`src/rtl/episode_tracker.sv`:
```
// rtl/episode_tracker.sv - per-theta-window winner tracking with a saturating episode stability score
module episode_tracker #(
  parameter int ID_W        = 4,
  parameter int STR_MAX     = 15,
  parameter int INC         = 1,
  parameter int DECAY       = 2,
  parameter int CAPTURE_STR = 1,
  parameter int MISS_LIMIT  = 3
) (
  input  logic            clk,
  input  logic            rst,
  input  logic            theta_tick,
  input  logic            pat_valid,
  input  logic [ID_W-1:0] pat_id,
  output logic [3:0]      ep_strength,
  output logic            ep_valid,
  output logic [ID_W-1:0] ep_id,
  output logic            ep_update,
  output logic            ep_conflict
);

  localparam logic [4:0] LP_INC     = 5'(INC);
  localparam logic [4:0] LP_MAX5    = 5'(STR_MAX);
  localparam logic [3:0] LP_MAX4    = 4'(STR_MAX);
  localparam logic [3:0] LP_DECAY   = 4'(DECAY);
  localparam logic [3:0] LP_CAPTURE = 4'(CAPTURE_STR);
  localparam logic [2:0] LP_MISS    = 3'(MISS_LIMIT);

  typedef enum logic {ST_EMPTY, ST_HOLD} state_t;

  state_t          r_state, w_state_nxt;
  logic [3:0]      r_str, w_str_nxt;
  logic [ID_W-1:0] r_ep_id, w_id_nxt;
  logic [2:0]      r_miss, w_miss_nxt;
  logic            r_win_seen, r_win_conf;
  logic [ID_W-1:0] r_win_id;
  logic            r_update, r_conflict;

  logic [4:0]      w_sum;
  logic [3:0]      w_dec, w_str_m1;
  logic [2:0]      w_miss_inc;

  always_comb begin
    w_state_nxt = r_state;
    w_str_nxt   = r_str;
    w_id_nxt    = r_ep_id;
    w_miss_nxt  = r_miss;
    w_sum       = {1'b0, r_str} + LP_INC;
    w_dec       = (r_str > LP_DECAY) ? (r_str - LP_DECAY) : 4'd0;
    w_str_m1    = (r_str != 4'd0) ? (r_str - 4'd1) : 4'd0;
    w_miss_inc  = r_miss + 3'd1;
    case (r_state)
      ST_EMPTY: begin
        if (r_win_seen) begin
          w_id_nxt    = r_win_id;
          w_str_nxt   = LP_CAPTURE;
          w_miss_nxt  = 3'd0;
          w_state_nxt = ST_HOLD;
        end
      end
      ST_HOLD: begin
        if (r_win_seen) begin
          w_miss_nxt = 3'd0;
          if (r_win_id == r_ep_id) begin
            w_str_nxt = (w_sum > LP_MAX5) ? LP_MAX4 : w_sum[3:0];
          end else if (w_dec == 4'd0) begin
            // Competitor wore the episode down to nothing: it takes over.
            w_id_nxt  = r_win_id;
            w_str_nxt = LP_CAPTURE;
          end else begin
            w_str_nxt = w_dec;
          end
        end else begin
          w_miss_nxt = w_miss_inc;
          w_str_nxt  = w_str_m1;
          if (w_miss_inc == LP_MISS || w_str_m1 == 4'd0) begin
            w_state_nxt = ST_EMPTY;
            w_str_nxt   = 4'd0;
            w_id_nxt    = '0;
            w_miss_nxt  = 3'd0;
          end
        end
      end
      default: w_state_nxt = ST_EMPTY;
    endcase
  end

  always_ff @(posedge clk) begin
    if (rst) begin
      r_state    <= ST_EMPTY;
      r_str      <= 4'd0;
      r_ep_id    <= '0;
      r_miss     <= 3'd0;
      r_win_seen <= 1'b0;
      r_win_conf <= 1'b0;
      r_win_id   <= '0;
      r_update   <= 1'b0;
      r_conflict <= 1'b0;
    end else begin
      r_update <= theta_tick;
      if (theta_tick) begin
        r_state    <= w_state_nxt;
        r_str      <= w_str_nxt;
        r_ep_id    <= w_id_nxt;
        r_miss     <= w_miss_nxt;
        r_conflict <= r_win_conf;
        // A pattern on the tick cycle opens the next window.
        r_win_seen <= pat_valid;
        r_win_id   <= pat_valid ? pat_id : '0;
        r_win_conf <= 1'b0;
      end else if (pat_valid) begin
        if (!r_win_seen) begin
          r_win_seen <= 1'b1;
          r_win_id   <= pat_id;
        end else if (pat_id != r_win_id) begin
          r_win_conf <= 1'b1;
        end
      end
    end
  end

  assign ep_strength = r_str;
  assign ep_valid    = (r_state == ST_HOLD);
  assign ep_id       = r_ep_id;
  assign ep_update   = r_update;
  assign ep_conflict = r_conflict;

endmodule

```
`config.mk`:
```
export PLATFORM = sky130hd
export DESIGN_NAME = episode_tracker
export DESIGN_NICKNAME = d
export VERILOG_FILES = /design/src/rtl/episode_tracker.sv
export SDC_FILE = /design/constraint.sdc
export NUM_CORES = 1
export LEC_CHECK = 0
export CORE_MARGIN = 1
export CORE_UTILIZATION = 35
export CTS_BUF_LIST = sky130_fd_sc_hd__clkbuf_4 sky130_fd_sc_hd__clkbuf_8
export DETAILED_ROUTE_END_ITERATION = 6
export PLACE_DENSITY = 0.54
export SYNTH_ARGS = -nofsm -noshare
export SYNTH_HDL_FRONTEND = slang
export SYNTH_SLANG_ARGS = --single-unit
```
`constraint.sdc`:
```
create_clock -name clk -period 6.1 [get_ports clk]
set_input_delay 0.915 -clock clk [delete_from_list [all_inputs] [get_ports clk]]
set_output_delay 0.915 -clock clk [all_outputs]
set_load 0.02 [all_outputs]
```
# Word-level counts from Yosys, hierarchy flattened

Index checks and enable logic that the tools add are counted.

Add/subtract/negate cells: 4
Multipliers: 0
Div/mod/pow operators: 0
Magnitude comparators: 2
Equal/unequal tests: 8
Shifts and indexed selects: 0
Muxes and demuxes: 29
Bitwise logic cells: 1
Reduce and logical (&&, ||, !) cells: 10

Operator list:

| cell                                                          | number |
|---|---|
| two-way mux 4 bit                                             | 17 |
| case mux 4 bit (2 select lines)                               | 2 |
| two-way mux 3 bit                                             | 3 |
| zero test 4 bit                                               | 2 |
| case mux 3 bit (2 select lines)                               | 1 |
| adder 4 x 1 -> 5 bit, second input constant                   | 1 |
| greater-than comparator 5 x 4 -> 1 bit, second input constant | 1 |
| two-way mux 1 bit                                             | 5 |
| AND reduction 5 bit                                           | 1 |
| equality test 4 bit                                           | 1 |
| greater-than comparator 4 x 2 -> 1 bit, second input constant | 1 |
| != test 2 bit, second input constant                          | 2 |
| != test 4 bit                                                 | 1 |
| AND reduction 2 bit                                           | 2 |
| nonzero test 4 bit                                            | 1 |
| subtractor 4 x 1 -> 4 bit, second input constant              | 1 |
| subtractor 4 x 2 -> 4 bit, second input constant              | 1 |
| adder 3 x 1 -> 3 bit, second input constant                   | 1 |
| equality test 3 x 2 -> 1 bit, second input constant           | 1 |
| != test 3 x 1 -> 1 bit, second input constant                 | 1 |
| != test 3 x 2 -> 1 bit, second input constant                 | 1 |
| != test 3 bit, second input constant                          | 1 |
| AND reduction 3 bit                                           | 1 |
| case mux 1 bit (2 select lines)                               | 1 |
| other kinds (4)                                               | 4 |

Register bits after elaboration: 20
Latch bits: 0
Memory bits (writable): 0
ROM bits: 0
Input bits: 8
Output and inout bits: 11
Logic and storage cells: 63
Memories kept: 0

# Logic depth before layout (Yosys ltp)

Gate-level depths: netlist of run 1.

Depth after elaboration: 7
Depth in mapped cells: 8
Gate-level depth less buffers: 7

# Least setup slack after synthesis of run 1

Ideal clock, no wire load.

Path kind: reg-to-reg
Start point: register r_str[0], in the netlist ep_strength[0]
End point: register r_miss[2]
Setup time: 71 ps
Arrival: 2,038 ps
Data required time: 6,029 ps
Slack: 3,991 ps
Stages on the path, launching flop included: 8
Path buffers: 0
Clock period less this slack: 2,109 ps
Cell sequence: dfxtp_1 -> inv_1 -> ha_1 -> nor2b_2 -> nor4bb_4 -> o311ai_1 -> or3_1 -> a21oi_1

Word-level cells in the longest chain between the ends: 7
Elaborated cells on any way between the ends: 8
Those cells by class: add/sub: 1; mux: 4; reduce/logical: 3

Ends and longest elaborated chain:

| item                                                            | line | text |
|---|---|---|
| start: declaration                                              | 32   | `logic [3:0] r_str, w_str_nxt;` |
| start signal: assignment                                        | 103  | `r_str <= w_str_nxt;` |
| subtractor 4 x 1 -> 4 bit or nonzero test 4 bit (tied branches) | 50   | `w_str_m1 = (r_str != 4'd0) ? (r_str - 4'd1) : 4'd0;` |
| two-way mux 4 bit (*)                                           | 50   |  |
| zero test 4 bit (*)                                             | 76   | `if (w_miss_inc == LP_MISS \|\| w_str_m1 == 4'd0) begin` |
| logical OR 1 bit (*)                                            | 76   |  |
| two-way mux 3 bit (*)                                           | 76   |  |
| two-way mux 3 bit (*)                                           | 62   | `if (r_win_seen) begin` |
| case mux 3 bit (2 select lines) (*)                             | 52   | `case (r_state)` |
| end signal: assignment                                          | 105  | `r_miss <= w_miss_nxt;` |
| end: declaration                                                | 34   | `logic [2:0] r_miss, w_miss_nxt;` |

Mark *: on every way between the ends. The rest lies on a longest branch, timed or not.
A chain may end at the register's enable or synchronous reset.

# Worst setup path in the final report of run 1

Start point: register r_str[3], in the netlist ep_strength[3]
End point: output ep_strength[3]

RTL lines:

| item             | line | text |
|---|---|---|
| end: declaration | 15   | `output logic [3:0] ep_strength,` |

No word-level cell between the ends.

==> metrics.md, run 1 <==
| Metric | Value |
|---|---|
| P per Cell Area | `181 nW/µm²` |
| Final count of hold timing violations | `0` |
| Die span in y | `62.0 µm` |
| I/O pin total | `19` |
| Global-route wire length before repair | `4820 µm` |
| Compound-cell area share of the yosys netlist | `0.266` |
| Critical path's slowest cell | `clkdlybuf4s50_1` |
| Most frequent cells in the layout | `dfxtp_1 (20), clkdlybuf4s50_1 (18), a21oi_1 (14)` |
| Setup bufs post-CTS | `0` |
| Clock period minus worst slack | `2.53 ns` |
| Part of the cycle the worst path needs | `0.415` |
| Crit. path cell count | `1` |
| Register area share after synthesis | `0.317` |
| Critical-path maximum fanout | `12` |
| Sink Count | `20` |
| WP buf/inv | `1` |
| Cts hold-fix bufs | `0` |
| CTS tree | `yes` |
| Core footprint | `3390 µm²` |
| Worst Setup SP | `ep_strength[3]$_SDFFE_PP0P_` |
| Synth Area in Simple Gates | `0.196` |
| Via-per-instance ratio | `5.35` |
| Distinct cells, synth | `46` |
| Max capacitance violation total | `0` |
| Xor/xnor share of the synthesized area | `0.0694` |
| Maximum clock frequency | `0.395 GHz` |
| Clock latency on the worst-skew pair | `0.30 ns` |
| Die Width | `62.0 µm` |
| Synth Net Count | `160` |
| Hold_sp | `r_miss[2]$_SDFFE_PP0P_` |
| Post-synth ARST share | `0` |
| Initial core utilization | `0.372` |
| Mux contribution to synthesized area | `0.0159` |
| Rows | `21` |
| Critical path arrival | `1.62 ns` |
| CTS Buf Count | `3` |
| First-pass DRT Iterations | `4` |
| Clock root buffer | `clkbuf_4` |
| RSZ-0062 raised after global routing | `false` |
| CP required | `5.18 ns` |
| Largest net degree at the start of global routing | `17` |
| LEAKAGE | `0.559 nW` |
| Kind of end point of the critical path | `output pin` |
| Area of the mapped netlist | `1260 µm²` |
| R2r setup slk | `3.71 ns` |
| Peak VDD IR | `0.100 mV` |
| Status | `completed` |
| Adder and majority gate portion of the synthesized area | `0.0794` |
| Vias | `1096` |
| Fill count | `341` |
| Hold WC Path Type | `flop to flop` |
| Grt total ovfl | `0` |
| Clock transition at path regs | `0.13 ns` |
| Post-DRT Antenna Nets | `0` |
| Seq cells post-synth | `20` |
| Vias in the first global route | `1064` |
| WS Path Type | `flop to output pin` |
| Slew HR | `0.567` |
| CP Cell Sequence | `clkdlybuf4s50_1` |
| Worst setup path end | `ep_strength[3]` |
| Mean post-synth cell area | `8.76 µm²` |
| # DRC | `0` |
| RR Endpoint | `r_miss[0]$_SDFFE_PP0P_` |
| Fin util | `0.440` |
| Die area | `3850 µm²` |
| H-tree depth | `1` |
| EDFF count, synth | `0` |
| Drt total wl | `2800 µm` |
| Placer Congestion | `0.812` |
| DRT iter0 DRCs | `65` |
| Share of post-route cells with drive strength above 1 | `0.0566` |
| Clock tree buffer depth | `2` |
| Buffers on Ports | `18` |
| Dpl hpwl | `2150 µm` |
| Post-CTS sizing | `0` |
| Worst r2r path cells | `7` |
| Critical path startpoint category | `flop` |
| CP max stage delay | `0.69 ns` |
| Max Slew Vio Count | `0` |
| Cells after Synth | `144` |
| Layout Nets | `176` |
| Total track usage | `0.168` |
| Clock skew | `0.0213 ns` |
| YS warnings | `0` |
| Slew @ Worst Pin | `0.647 ns` |
| Cell family with most CP delay | `buffers and inverters` |
| Endpoints failing setup | `0` |
| Commonest non-fill, non-tap cell in the layout | `dfxtp_1` |
| Final setup TNS | `0 ns` |
| Drt wl/cell | `13.6 µm` |
| Top FF cell, synth | `dfxtp_1` |
| R2R Path Start | `ep_strength[0]$_SDFFE_PP0P_` |
| Ant. Diodes | `0` |
| Initial antenna violation count | `0` |
| Largest family of logic cells by synthesized area | `compound AO/OA/AOI/OAI gates` |
| P&R area growth vs syn | `18.3%` |
## cell usage after synthesis, types with 3 or more instances
cell type | count | area (µm²)
nor2_1 | 11 | 41.3
xor2_1 | 4 | 35.0
dfxtp_1 | 20 | 400
o22ai_1 | 3 | 18.8
a21oi_1 | 14 | 70.1
inv_1 | 7 | 26.3
xnor2_1 | 6 | 52.6
nand3_1 | 5 | 25.0
ha_1 | 8 | 100
a22o_1 | 4 | 35.0
or3_1 | 3 | 18.8
a22oi_1 | 4 | 30.0
nand2_1 | 12 | 45.0
## sequential cells by signal, summed over array words and instances, names as in the netlist
signal / cells
r_miss: 3
ep_update: 1
ep_strength: 4
r_win_seen: 1
r_win_conf: 1
ep_conflict: 1
r_win_id: 4
ep_id: 4
ep_valid: 1
## through the flow
step,power (mW),setup slack [ns],area (µm²),instances,hold slack (ns)
4_1_cts,0.272,3.55,1490,205,0.481
3_5_place_dp,0.195,3.46,1460,201,0.465
5_1_grt,0.285,3.48,1490,205,0.516
6_report,0.270,3.57,1490,205,0.477
3_3_place_gp,0.195,3.49,1460,201,0.462
2_1_floorplan,0.180,3.99,1260,144,0.444
## cells by family (layout without fill, tap and decap cells)
kind of cell / after synthesis / after routing
AOI/OAI and AO/OA: 47 / 47
and+or+nand+nor: 43 / 43
DFF: 20 / 20
buffers and inverters: 14 / 29
xor gates and xnor gates: 10 / 10
adders and majority gates: 8 / 8
muxes: 2 / 2
## worst min path at each step
stage	endpoint	slack, ns	cells after the start
final	r_miss[2]$_SDFFE_PP0P_	0.48	2
after global placement	r_miss[2]$_SDFFE_PP0P_	0.46	2
after CTS	r_miss[2]$_SDFFE_PP0P_	0.48	2
after detailed placement	r_miss[2]$_SDFFE_PP0P_	0.46	2
after floorplan	r_miss[2]$_SDFFE_PP0P_	0.44	2
after global routing	r_miss[2]$_SDFFE_PP0P_	0.52	2
## layer usage
layer	routed length, µm	vias to the layer above	track usage	part of all wire
met5	0	-	0	0
met4	27	0	0.0635	0.0097
met3	70	4	0.0269	0.025
met2	1350	19	0.281	0.48
met1	1350	518	0.217	0.48
li1	-	555	-	-
## layout make-up
cell class              count  area [µm²]  share of cell area
flip-flops and latches     20         400               0.268
multi-input cells         110         791               0.530
repair buffers             18         180               0.121
well taps                  46        57.6              0.0386
inverters                   7        26.3              0.0176
clock buffers               4        36.3              0.0243
## power by group
part | switching (mW) | leakage [nW] | total (mW) | internal, mW
clock network | 0.0407 | 0.0210 | 0.0771 | 0.0364
registers | 0.00712 | 0.163 | 0.142 | 0.134
logic | 0.0268 | 0.375 | 0.0511 | 0.0242
total | 0.0746 | 0.559 | 0.270 | 0.195
(Power assumes the default switching activity.)
==> inputs of run 2 (changes only) <==
--- a/config.mk
+++ b/config.mk
@@ -9,7 +9,7 @@
 export CORE_UTILIZATION = 35
 export CTS_BUF_LIST = sky130_fd_sc_hd__clkbuf_4 sky130_fd_sc_hd__clkbuf_8
 export DETAILED_ROUTE_END_ITERATION = 6
-export PLACE_DENSITY = 0.54
+export PLACE_DENSITY = 0.56
 export SYNTH_ARGS = -nofsm -noshare
 export SYNTH_HDL_FRONTEND = slang
 export SYNTH_SLANG_ARGS = --single-unit
==> constraint.sdc (replaced) <==
create_clock -name clk -period 2.14 [get_ports clk]
set_input_delay 0.321 -clock clk [delete_from_list [all_inputs] [get_ports clk]]
set_output_delay 0.321 -clock clk [all_outputs]
set_load 0.02 [all_outputs]
==> run 2 against run 1 <==
Net effect: global-route usage rose by 0.22 points; sequential power rose to 2.8 times the previous value; wire length rose by 5.1%.
==> metrics.md, run 2 (synthesized netlist as in run 1, its figures left out) <==
| Metric | Value |
|---|---|
| Rows | `21` |
| Clock tree buffer depth | `2` |
| Die span in y | `62.0 µm` |
| RR Endpoint | `ep_id[0]$_SDFFE_PP0P_` |
| Vias | `1158` |
| Switching Share | `0.273` |
| Buffers on Ports | `18` |
| Drt total wl | `2940 µm` |
| Slew @ Worst Pin | `0.464 ns` |
| RSZ-0062 raised after global routing | `false` |
| Sequential power share | `0.508` |
| Clock latency on the worst-skew pair | `0.30 ns` |
| Fin util | `0.466` |
| Grt total ovfl | `0` |
| Sink Count | `20` |
| P&R area growth vs syn | `25.2%` |
| Hold WC Path Type | `flop to flop` |
| Psw | `0.215 mW` |
| Cts hold-fix bufs | `0` |
| P per Cell Area | `499 nW/µm²` |
| Slew HR | `0.688` |
| I/O pin total | `19` |
| Final std cells w/o fill | `216` |
| Critical-path maximum fanout | `7` |
| Layout Nets | `187` |
| R2r setup slk | `0.15 ns` |
| Global-route wire length before repair | `4790 µm` |
| WS Path Type | `flop to flop` |
| Clock transition at path regs | `0.11 ns` |
| Endpoints failing setup | `0` |
| Status | `completed` |
| Power Internal | `0.572 mW` |
| Clock root buffer | `clkbuf_4` |
| Total track usage | `0.170` |
| Worst Hold End | `r_miss[2]$_SDFFE_PP0P_` |
| Kind of end point of the critical path | `flop` |
| Drt wl/cell | `13.6 µm` |
| Share of post-route cells with drive strength above 1 | `0.124` |
| Placer Congestion | `0.834` |
| Max Slew Vio Count | `0` |
| Placed instance count | `211` |
| Most frequent cells in the layout | `dfxtp_1 (20), clkdlybuf4s50_1 (18), a21oi_1 (14)` |
| Critical path arrival | `2.19 ns` |
| Initial core utilization | `0.372` |
| Hold WS | `0.482 ns` |
| Part of the cycle the worst path needs | `0.929` |
| Worst r2r path cells | `8` |
| LEAKAGE | `0.613 nW` |
| Max capacitance violation total | `0` |
| Final setup TNS | `0 ns` |
| Hold_sp | `r_miss[2]$_SDFFE_PP0P_` |
| Commonest non-fill, non-tap cell in the layout | `dfxtp_1` |
| Peak VDD IR | `0.282 mV` |
| Critical path startpoint category | `flop` |
| Dpl hpwl | `2190 µm` |
| CP required | `2.34 ns` |
| H-tree depth | `1` |
| Ant. Diodes | `0` |
| Clock skew | `0.00514 ns` |
| Gate power share | `0.217` |
| First-pass DRT Iterations | `4` |
| Initial antenna violation count | `0` |
| R2R Path Start | `ep_strength[0]$_SDFFE_PP0P_` |
| Die area | `3850 µm²` |
| DRT iter0 DRCs | `52` |
| Hold path depth | `2` |
| CTS Buf Count | `3` |
| Final count of hold timing violations | `0` |
| # DRC | `0` |
| Die Width | `62.0 µm` |
| Maximum clock frequency | `0.503 GHz` |
| Core footprint | `3390 µm²` |
| Clock period minus worst slack | `1.99 ns` |
| CTS tree | `yes` |
| Post-DRT Antenna Nets | `0` |
| Vias in the first global route | `1084` |
| Largest net degree at the start of global routing | `14` |
| Via-per-instance ratio | `5.36` |
| Clock power share | `0.276` |
## run 2: power groups by stage
stage / logic (mW) / clock network [mW] / registers [mW]
final: 0.171 / 0.217 / 0.400
after global routing: 0.185 / 0.247 / 0.402
after CTS: 0.165 / 0.227 / 0.400
after detailed placement: 0.165 / 0 / 0.408
after global placement: 0.163 / 0 / 0.408
after floorplan: 0.105 / 0 / 0.409
## run 2: final cells by class
class / count / area [µm²]
sequential: 20 / 400
timing repair buffer: 29 / 263
multi-input combinational: 110 / 796
clock buffer: 4 / 36.3
inverter: 7 / 26.3
fill: 350 / 1810
tap: 46 / 57.6
## run 2: critical path, stage by stage, from the launching register on
cell      delay [ns]
dfxtp_1         0.33
inv_1           0.12
ha_1            0.28
nor2b_2         0.24
nor4bb_4        0.07
buf_4           0.16
o31ai_2         0.32
a31oi_4         0.17
a22o_1          0.20
## run 2: what timing repair did
action | 4_1_cts | 5_1_grt
gates resized for setup | 0 | 1
setup endpoints to repair | 0 | 7
setup buffers | 0 | 1
## run 2: metrics by stage
stage	area [µm²]	power (mW)	setup WS, ns
after floorplan	1260	0.514	0.0312
after global placement	1530	0.571	0.155
after detailed placement	1530	0.573	0.161
after CTS	1570	0.792	0.169
after global routing	1580	0.835	0.00531
final	1580	0.787	0.152
## run 2: per-layer routing
layer  GRT usage  part of all wire  up-vias
li1            -                 -      577
met1       0.208              0.45      555
met2       0.290              0.51       24
met3      0.0290             0.040        2
met4      0.0794            0.0082        0
met5           0                 0        -
## run 2: worst max-delay path by stage
stage,slack [ns],depth (start not counted),startpoint,to
after floorplan,0.03,7,ep_strength[0]$_SDFFE_PP0P_,r_miss[2]$_SDFFE_PP0P_
after global placement,0.15,7,ep_strength[1]$_SDFFE_PP0P_,ep_id[0]$_SDFFE_PP0P_
after detailed placement,0.16,6,theta_tick,ep_id[0]$_SDFFE_PP0P_
after CTS,0.17,7,ep_strength[0]$_SDFFE_PP0P_,r_miss[2]$_SDFFE_PP0P_
after global routing,0.005,8,ep_strength[0]$_SDFFE_PP0P_,ep_id[2]$_SDFFE_PP0P_
final,0.15,8,ep_strength[0]$_SDFFE_PP0P_,ep_id[0]$_SDFFE_PP0P_
